## config.mk

```make
export PLATFORM = sky130hd
export DESIGN_NAME = microwave_timer_ctrl
export DESIGN_NICKNAME = d
export VERILOG_FILES = /design/src/rtl/microwave_timer_ctrl.sv
export SDC_FILE = /design/constraint.sdc
export NUM_CORES = 1
export LEC_CHECK = 0
export CAP_MARGIN = 10
export CORE_ASPECT_RATIO = 1.25
export CORE_MARGIN = 2
export CORE_UTILIZATION = 49
export DETAILED_ROUTE_END_ITERATION = 10
export PLACE_DENSITY = 0.84
export SYNTH_ARGS = -nofsm -noshare
export SYNTH_HDL_FRONTEND = slang
export SYNTH_SLANG_ARGS = --single-unit
```

## constraint.sdc

```tcl
create_clock -name clk -period 2.3 [get_ports clk]
set_clock_uncertainty 0.15 [all_clocks]
set_input_delay 0.575 -clock clk [delete_from_list [all_inputs] [get_ports clk]]
set_output_delay 0.575 -clock clk [all_outputs]
set_load 0.03 [all_outputs]
```

## src/rtl/microwave_timer_ctrl.sv

```systemverilog
// microwave_timer_ctrl: keypad entry, load, 1 Hz-gated countdown and beep sequencing for a BCD MM:SS timer
// Ports: clk/clrn (async active-low reset); key_valid/key_digit keypad strobe and BCD digit;
//   start, stop_clear strobes; door_closed level; cnt_zero from counter chain;
//   load_data/cnt_loadn/cnt_en drive the counter chain; magnetron_on, done_beep, state (debug).
module microwave_timer_ctrl #(
  parameter int TICK_DIV   = 50000000,
  parameter int BEEP_TICKS = 3
) (
  input  logic        clk,
  input  logic        clrn,
  input  logic        key_valid,
  input  logic [3:0]  key_digit,
  input  logic        start,
  input  logic        stop_clear,
  input  logic        door_closed,
  input  logic        cnt_zero,
  output logic [15:0] load_data,
  output logic        cnt_loadn,
  output logic        cnt_en,
  output logic        magnetron_on,
  output logic        done_beep,
  output logic [2:0]  state
);
  typedef enum logic [2:0] {
    IDLE  = 3'd0,
    ENTRY = 3'd1,
    LOAD  = 3'd2,
    COOK  = 3'd3,
    PAUSE = 3'd4,
    DONE  = 3'd5,
    CLR   = 3'd6
  } state_t;
  localparam int PW = TICK_DIV > 1 ? $clog2(TICK_DIV) : 1;
  localparam int BW = BEEP_TICKS > 1 ? $clog2(BEEP_TICKS) : 1;
  state_t st;
  logic [15:0] entry;
  logic [PW-1:0] presc;
  logic [BW-1:0] beep;
  logic tick, key_ok, start_ok;
  assign tick     = presc == PW'(TICK_DIV - 1);
  assign key_ok   = key_valid && key_digit <= 4'd9;
  assign start_ok = start && door_closed && entry != 16'h0000 && entry[7:4] <= 4'd5;
  // Prescaler and beep counter default to zero so every entry into COOK or DONE starts a fresh tick period.
  always_ff @(posedge clk or negedge clrn) begin
    if (!clrn) begin
      st    <= IDLE;
      entry <= '0;
      presc <= '0;
      beep  <= '0;
    end else begin
      presc <= '0;
      beep  <= '0;
      case (st)
        IDLE:
          if (stop_clear) st <= CLR;
          else if (key_ok) begin
            st    <= ENTRY;
            entry <= {entry[11:0], key_digit};
          end
        ENTRY:
          if (stop_clear) st <= CLR;
          else if (start_ok) st <= LOAD;
          else if (key_ok) entry <= {entry[11:0], key_digit};
        LOAD: begin
          st    <= COOK;
          entry <= '0;
        end
        COOK:
          if (stop_clear || !door_closed) st <= PAUSE;
          else if (cnt_zero) st <= DONE;
          else presc <= tick ? '0 : presc + 1'b1;
        PAUSE:
          if (stop_clear) st <= CLR;
          else if (start && door_closed) st <= COOK;
        DONE:
          if (stop_clear || !door_closed || (tick && beep == BW'(BEEP_TICKS - 1))) st <= IDLE;
          else begin
            presc <= tick ? '0 : presc + 1'b1;
            beep  <= tick ? beep + 1'b1 : beep;
          end
        CLR: begin
          st    <= IDLE;
          entry <= '0;
        end
        default: st <= IDLE;
      endcase
    end
  end
  // cnt_en is the only output with a combinational input dependency (cnt_zero).
  assign load_data    = st == LOAD ? entry : 16'h0000;
  assign cnt_loadn    = !(st == LOAD || st == CLR);
  assign cnt_en       = st == COOK && tick && !cnt_zero;
  assign magnetron_on = st == COOK;
  assign done_beep    = st == DONE;
  assign state        = st;
endmodule

```

Word-level counts from Yosys, hierarchy flattened
Index checks and enable logic that the tools add are counted.

Register bits: 47. Bits in latches: 0. RAM bits: 0. Bits in read-only memories: 0. Input port bits: 11. Word-level logic and storage cells: 68. Memories kept: 0.

Add/subtract/negate cells: 2. $mul: 0. Div/mod/pow operators: 0. Magnitude comparators: 2. Eq/ne operators: 17. Shift-type cells: 0. Multiplexer cells: 24. Bitwise logic cells: 0. Reduce and logical (&&, ||, !) cells: 19.

Operator list (number): 26-bit two-way mux (4); 16-bit two-way mux (5); 26-bit case mux with 2 select lines (1); 16-bit case mux with 3 select lines (1); 3-bit two-way mux (9); 26-bit by 1-bit adder with 26-bit output, second input constant (1); 26-bit == test, second input constant (1); 3-bit case mux with 6 select lines (1); 16-bit nonzero test (1); 3-bit == test, second input constant (3); 3-bit inequality test, second input constant (3); 1-bit logical AND (7); 3-bit by 2-bit == test with 1-bit output, second input constant (2); 2-bit two-way mux (3); 2-bit inequality test, second input constant (3); 5-bit AND reduction (1); 4-bit by 3-bit less-or-equal comparator with 1-bit output, second input constant (1); 4-bit less-or-equal comparator, second input constant (1); 4-bit AND reduction (1); 3-bit by 1-bit == test with 1-bit output, second input constant (1); 1-bit zero test (3); 3-bit zero test (1); 1-bit logical OR (3); 3-bit by 1-bit inequality test with 1-bit output, second input constant (1); other kinds (6) (6).

Depth between registers and ports, before layout
Word-level depth: 6. Gate-level depth with buffers: 9. Gate-level depth less buffers: 6.

Worst setup path before layout
No wires, ideal clock.

Path kind: register to output. Start point: register presc[17]. End point: output port cnt_en. Arrival: 2474 ps. Required time: 1575 ps. Path slack: -899 ps. Stages on the path, launching flop included: 5. Path buffers: 0. Cells stage by stage: dfrtp_1 -> nand2_2 -> or4_1 -> or4_2 -> nor4_1.

Longest elaborated chain between the ends: 3.

RTL lines: start, declared (line 37) `logic [PW-1:0] presc;`; start signal, assigned (line 71) `else presc <= tick ? '0 : presc + 1'b1;`; start signal, assigned (line 78) `presc <= tick ? '0 : presc + 1'b1;`; 26-bit == test (line 40) `assign tick = presc == PW'(TICK_DIV - 1);`; 1-bit logical AND (2 in a row) (line 92) `assign cnt_en = st == COOK && tick && !cnt_zero;`; end, declared (line 19) `output logic cnt_en,`.

No other way between the ends.

Final worst setup path
Start point: register presc[11]. End point: output port cnt_en.

The elaborated chain is that of the path after synthesis.

==> metrics.txt <==
# TYPE chip_impl_metric gauge
chip_impl_metric{name="layout-area-overhead-vs-synth",unit="%"} 37.1
chip_impl_metric{name="timing.final.crit_period",unit="ns"} 2.90
chip_impl_metric{name="finalPower",unit="mW"} 2.77
chip_impl_info{name="hp-class",value="input port to async pin"} 1
chip_impl_metric{name="synth_enable_flop_cells",unit=""} 0
chip_impl_metric{name="cell_internal_pwr",unit="mW"} 1.76
chip_impl_metric{name="postSynthRegisterBits",unit=""} 47
chip_impl_metric{name="timing.slew.headroom",unit=""} 0.598
chip_impl_metric{name="grt_max_degree",unit=""} 48
chip_impl_info{name="criticalPathCategory",value="register to primary output"} 1
chip_impl_metric{name="hold_viol",unit=""} 0
chip_impl_info{name="postSynth.topFlopCell",value="sky130_fd_sc_hd__dfrtp_1"} 1
chip_impl_metric{name="timing.final.ws_setup",unit="ns"} -0.604
chip_impl_metric{name="tightest_slew",unit="ns"} 0.603
chip_impl_metric{name="grt.overflow.total",unit=""} 0
chip_impl_metric{name="total_of_buffers_placed_on_input_and_output_ports",unit=""} 33
chip_impl_metric{name="share_of_layout_cells_above_drive_strength_1",unit=""} 0.300
chip_impl_metric{name="dp_cells",unit=""} 406
chip_impl_metric{name="route.final.wire_length",unit="mm"} 6.43
chip_impl_metric{name="worst_skew_pair.late_latency",unit="ns"} 0.30
chip_impl_metric{name="placementRows",unit=""} 29
chip_impl_metric{name="nets",unit=""} 366
chip_impl_metric{name="netlist_area_pre_place",unit="sq um"} 2550
chip_impl_metric{name="cap_viol_max_count",unit=""} 0
chip_impl_metric{name="finish.cell_count_without_fillers",unit=""} 415
chip_impl_metric{name="ys.warnings.count",unit=""} 0
chip_impl_metric{name="setup_viol",unit=""} 3
chip_impl_metric{name="io_pins",unit=""} 34
chip_impl_info{name="synth.top_cells.by_area",value="sky130_fd_sc_hd__dfrtp_1 (46%), sky130_fd_sc_hd__a221o_1 (5.9%), sky130_fd_sc_hd__nor2_1 (5.2%)"} 1
chip_impl_metric{name="first_iter_violations",unit=""} 219
chip_impl_metric{name="worst-path-max-fanout",unit=""} 2
chip_impl_metric{name="grt_pass1_vias",unit=""} 2335
chip_impl_metric{name="grt_first_pass_wirelength",unit="mm"} 10.4
chip_impl_metric{name="route.antenna.remaining_nets",unit=""} 0
chip_impl_info{name="violations_in_the_final_reports",value="setup timing"} 1
chip_impl_metric{name="dieWidth",unit="um"} 68.5
chip_impl_metric{name="max-clock-path-buffers",unit=""} 2
chip_impl_metric{name="switching_power",unit="mW"} 1.01
chip_impl_metric{name="switching_share",unit=""} 0.365
chip_impl_metric{name="clkPwrFrac",unit=""} 0.210
chip_impl_metric{name="ys_seq_area_frac",unit=""} 0.462
chip_impl_metric{name="cellLeakagePower",unit="nW"} 1.60
chip_impl_info{name="result_of_the_run",value="complete, but fails checks"} 1
chip_impl_metric{name="core-area",unit="sq um"} 5040
chip_impl_metric{name="drc",unit=""} 0
chip_impl_metric{name="routed-wl-met3",unit="um"} 299
chip_impl_metric{name="seq_power_share",unit=""} 0.367
chip_impl_metric{name="clock_buffers_created_by_tritoncts",unit=""} 5
chip_impl_metric{name="vdd_drop_max",unit="uV"} 317
chip_impl_info{name="cts_tree",value="done"} 1
chip_impl_metric{name="cts-htree-levels",unit=""} 2
chip_impl_metric{name="critical_path_required",unit="ns"} 1.57
chip_impl_metric{name="gp_congestion",unit=""} 0.790
chip_impl_metric{name="antenna_cells",unit=""} 0
chip_impl_metric{name="antenna_found_initial",unit=""} 0
chip_impl_metric{name="timing_max_transition_violations_final",unit=""} 0
chip_impl_info{name="clockRootBuffer",value="sky130_fd_sc_hd__clkbuf_8"} 1
chip_impl_metric{name="cts.clk_slew.worst_paths",unit="ns"} 0.08
chip_impl_metric{name="track_usage",unit=""} 0.234
chip_impl_metric{name="vias_per_cell",unit=""} 5.78
chip_impl_info{name="grt_setup_unrepaired",value="yes"} 1
chip_impl_info{name="synth_common_cells",value="sky130_fd_sc_hd__dfrtp_1 (47), sky130_fd_sc_hd__nor2_1 (35), sky130_fd_sc_hd__and3_1 (18), sky130_fd_sc_hd__and2_1 (16)"} 1
chip_impl_metric{name="clock_sinks",unit=""} 47
chip_impl_metric{name="fin_setup_tns",unit="ns"} -0.695
chip_impl_metric{name="route.layer.met1.wl",unit="mm"} 2.64
chip_impl_metric{name="firstDrtPassIters",unit=""} 4
chip_impl_metric{name="synth_largest_type_area_fraction",unit=""} 0.462
chip_impl_metric{name="post-route-period-util",unit=""} 1.26
chip_impl_info{name="synth_most_common_cell",value="sky130_fd_sc_hd__dfrtp_1"} 1
chip_impl_info{name="highest_layer",value="met4"} 1
chip_impl_metric{name="synth_fp_nets",unit=""} 282
chip_impl_metric{name="fillers",unit=""} 374
chip_impl_metric{name="p_comb_frac",unit=""} 0.423
chip_impl_metric{name="fraction_of_synthesis_flops_using_an_asynchronous_set_or_reset_pin",unit=""} 1.00
chip_impl_metric{name="drt-wirelength-per-cell",unit="um"} 15.5
chip_impl_metric{name="synth.avg_cell_area",unit="sq um"} 9.47
chip_impl_metric{name="die_height",unit="um"} 84.6
chip_impl_metric{name="netlist_instances",unit=""} 269
chip_impl_info{name="start_kind",value="register"} 1
chip_impl_metric{name="pre_cts_slack",unit="ns"} -0.278
chip_impl_metric{name="floorplan.initialDensity",unit=""} 0.505
chip_impl_metric{name="route.vias.total",unit=""} 2397
chip_impl_info{name="critPathCaptureType",value="primary output"} 1
chip_impl_metric{name="cp.arrival",unit="ns"} 2.18
chip_impl_info{name="synth_top_cell_by_area",value="sky130_fd_sc_hd__dfrtp_1"} 1
chip_impl_metric{name="routed-wl-met2",unit="mm"} 3.38
chip_impl_metric{name="yosys.cell_types.count",unit=""} 41
chip_impl_metric{name="dp_hpwl",unit="mm"} 4.49
chip_impl_metric{name="die_area",unit="sq um"} 5790
chip_impl_metric{name="p_per_area",unit="nW/um^2"} 793
chip_impl_metric{name="holdBufCountCts",unit=""} 0
chip_impl_metric{name="timing.fmax",unit="GHz"} 0.344
chip_impl_metric{name="holdWs",unit="ns"} 0.207
[worst paths after layout]
path,from,end,slack [ns],depth (start not counted)
max,presc[11],cnt_en,-0.60,5
min reg2reg,beep[1],beep[1],0.39,2
max in group asynchronous,clrn,state[0],1.35,2
min,clrn,entry[13],0.21,2
min in group clk,beep[1],beep[1],0.39,2
max reg2reg,presc[19],beep[0],-0.05,5
[through the flow]
| step | util | instance area (sq um) |
|---|---|---|
| 2_1_floorplan | - | 2620 |
| 4_1_cts | 0.686 | 3460 |
| 6_report | 0.692 | 3490 |
| 3_5_place_dp | 0.662 | 3340 |
| 3_3_place_gp | 0.662 | 3340 |
| 5_1_grt | 0.692 | 3490 |
[placed cells by master, fill, tap and decap left out, types with 3 or more instances in the layout]
master,synthesis,layout
sky130_fd_sc_hd__xor2_1,15,15
sky130_fd_sc_hd__a221o_1,15,15
sky130_fd_sc_hd__nor2_1,35,34
sky130_fd_sc_hd__nand2b_1,3,3
sky130_fd_sc_hd__dfrtp_1,47,46
sky130_fd_sc_hd__nand4_1,10,10
sky130_fd_sc_hd__clkbuf_8,0,5
sky130_fd_sc_hd__buf_4,0,69
sky130_fd_sc_hd__nor3_1,5,4
sky130_fd_sc_hd__xnor2_1,9,9
sky130_fd_sc_hd__inv_1,8,7
sky130_fd_sc_hd__clkdlybuf4s50_1,0,12
sky130_fd_sc_hd__o21ai_0,5,4
sky130_fd_sc_hd__nand3_1,13,12
sky130_fd_sc_hd__and2_1,16,6
sky130_fd_sc_hd__and2_2,0,9
sky130_fd_sc_hd__buf_12,0,3
sky130_fd_sc_hd__and3_1,18,18
sky130_fd_sc_hd__and4_1,3,3
sky130_fd_sc_hd__nand2_1,12,12
sky130_fd_sc_hd__nor4_1,9,8
sky130_fd_sc_hd__a21oi_1,5,5
sky130_fd_sc_hd__or3_1,3,3
[state kept, by name, indices dropped and copies added, names as in the netlist]
signal / cells
beep: 2
presc: 26
state: 3
entry: 16
[critical path: stages, from the launching register on]
cell and delay [ns]:
sky130_fd_sc_hd__dfrtp_1 0.42, sky130_fd_sc_hd__nor4b_4 0.33, sky130_fd_sc_hd__nand3_2 0.11, sky130_fd_sc_hd__or4_4 0.58, sky130_fd_sc_hd__nor4_4 0.25, sky130_fd_sc_hd__buf_4 0.20
[routing by layer]
layer  track usage  vias up
met5             0        -
met4        0.0855        0
met3        0.0389       11
met2         0.406       70
met1         0.282     1176
li1              -     1140
[layout make-up]
type,instances,area (sq um),share of cell area
timing repair buffer,88,732,0.210
sequential,47,1180,0.337
multi-input combinational,203,1370,0.393
inverter,8,30.0,0.00861
clock inverter,1,30.0,0.00861
tap,62,77.6,0.0222
clock buffer,6,72.6,0.0208
[cells by family after synthesis]
kind of cell,Yosys count,share of synthesized area
xor+xnor,24,0.0826
flops,47,0.462
compound gates,36,0.115
fa+ha+maj,2,0.00983
buf+inv,19,0.0300
simple gates,141,0.301
[what timing repair did]
item,4_1_cts,5_1_grt
setup endpoints to repair,18,64
setup buffers,0,2
resized for setup,5,6
[power groups by stage]
stage / clock (mW) / combinational (mW) / sequential, mW
6_report: 0.580 / 1.17 / 1.02
5_1_grt: 0.638 / 1.25 / 1.03
4_1_cts: 0.597 / 1.11 / 1.02
3_5_place_dp: 0 / 1.11 / 1.03
3_3_place_gp: 0 / 1.08 / 1.02
2_1_floorplan: 0 / 0.572 / 1.07
Power figures use the tool's default switching activity.
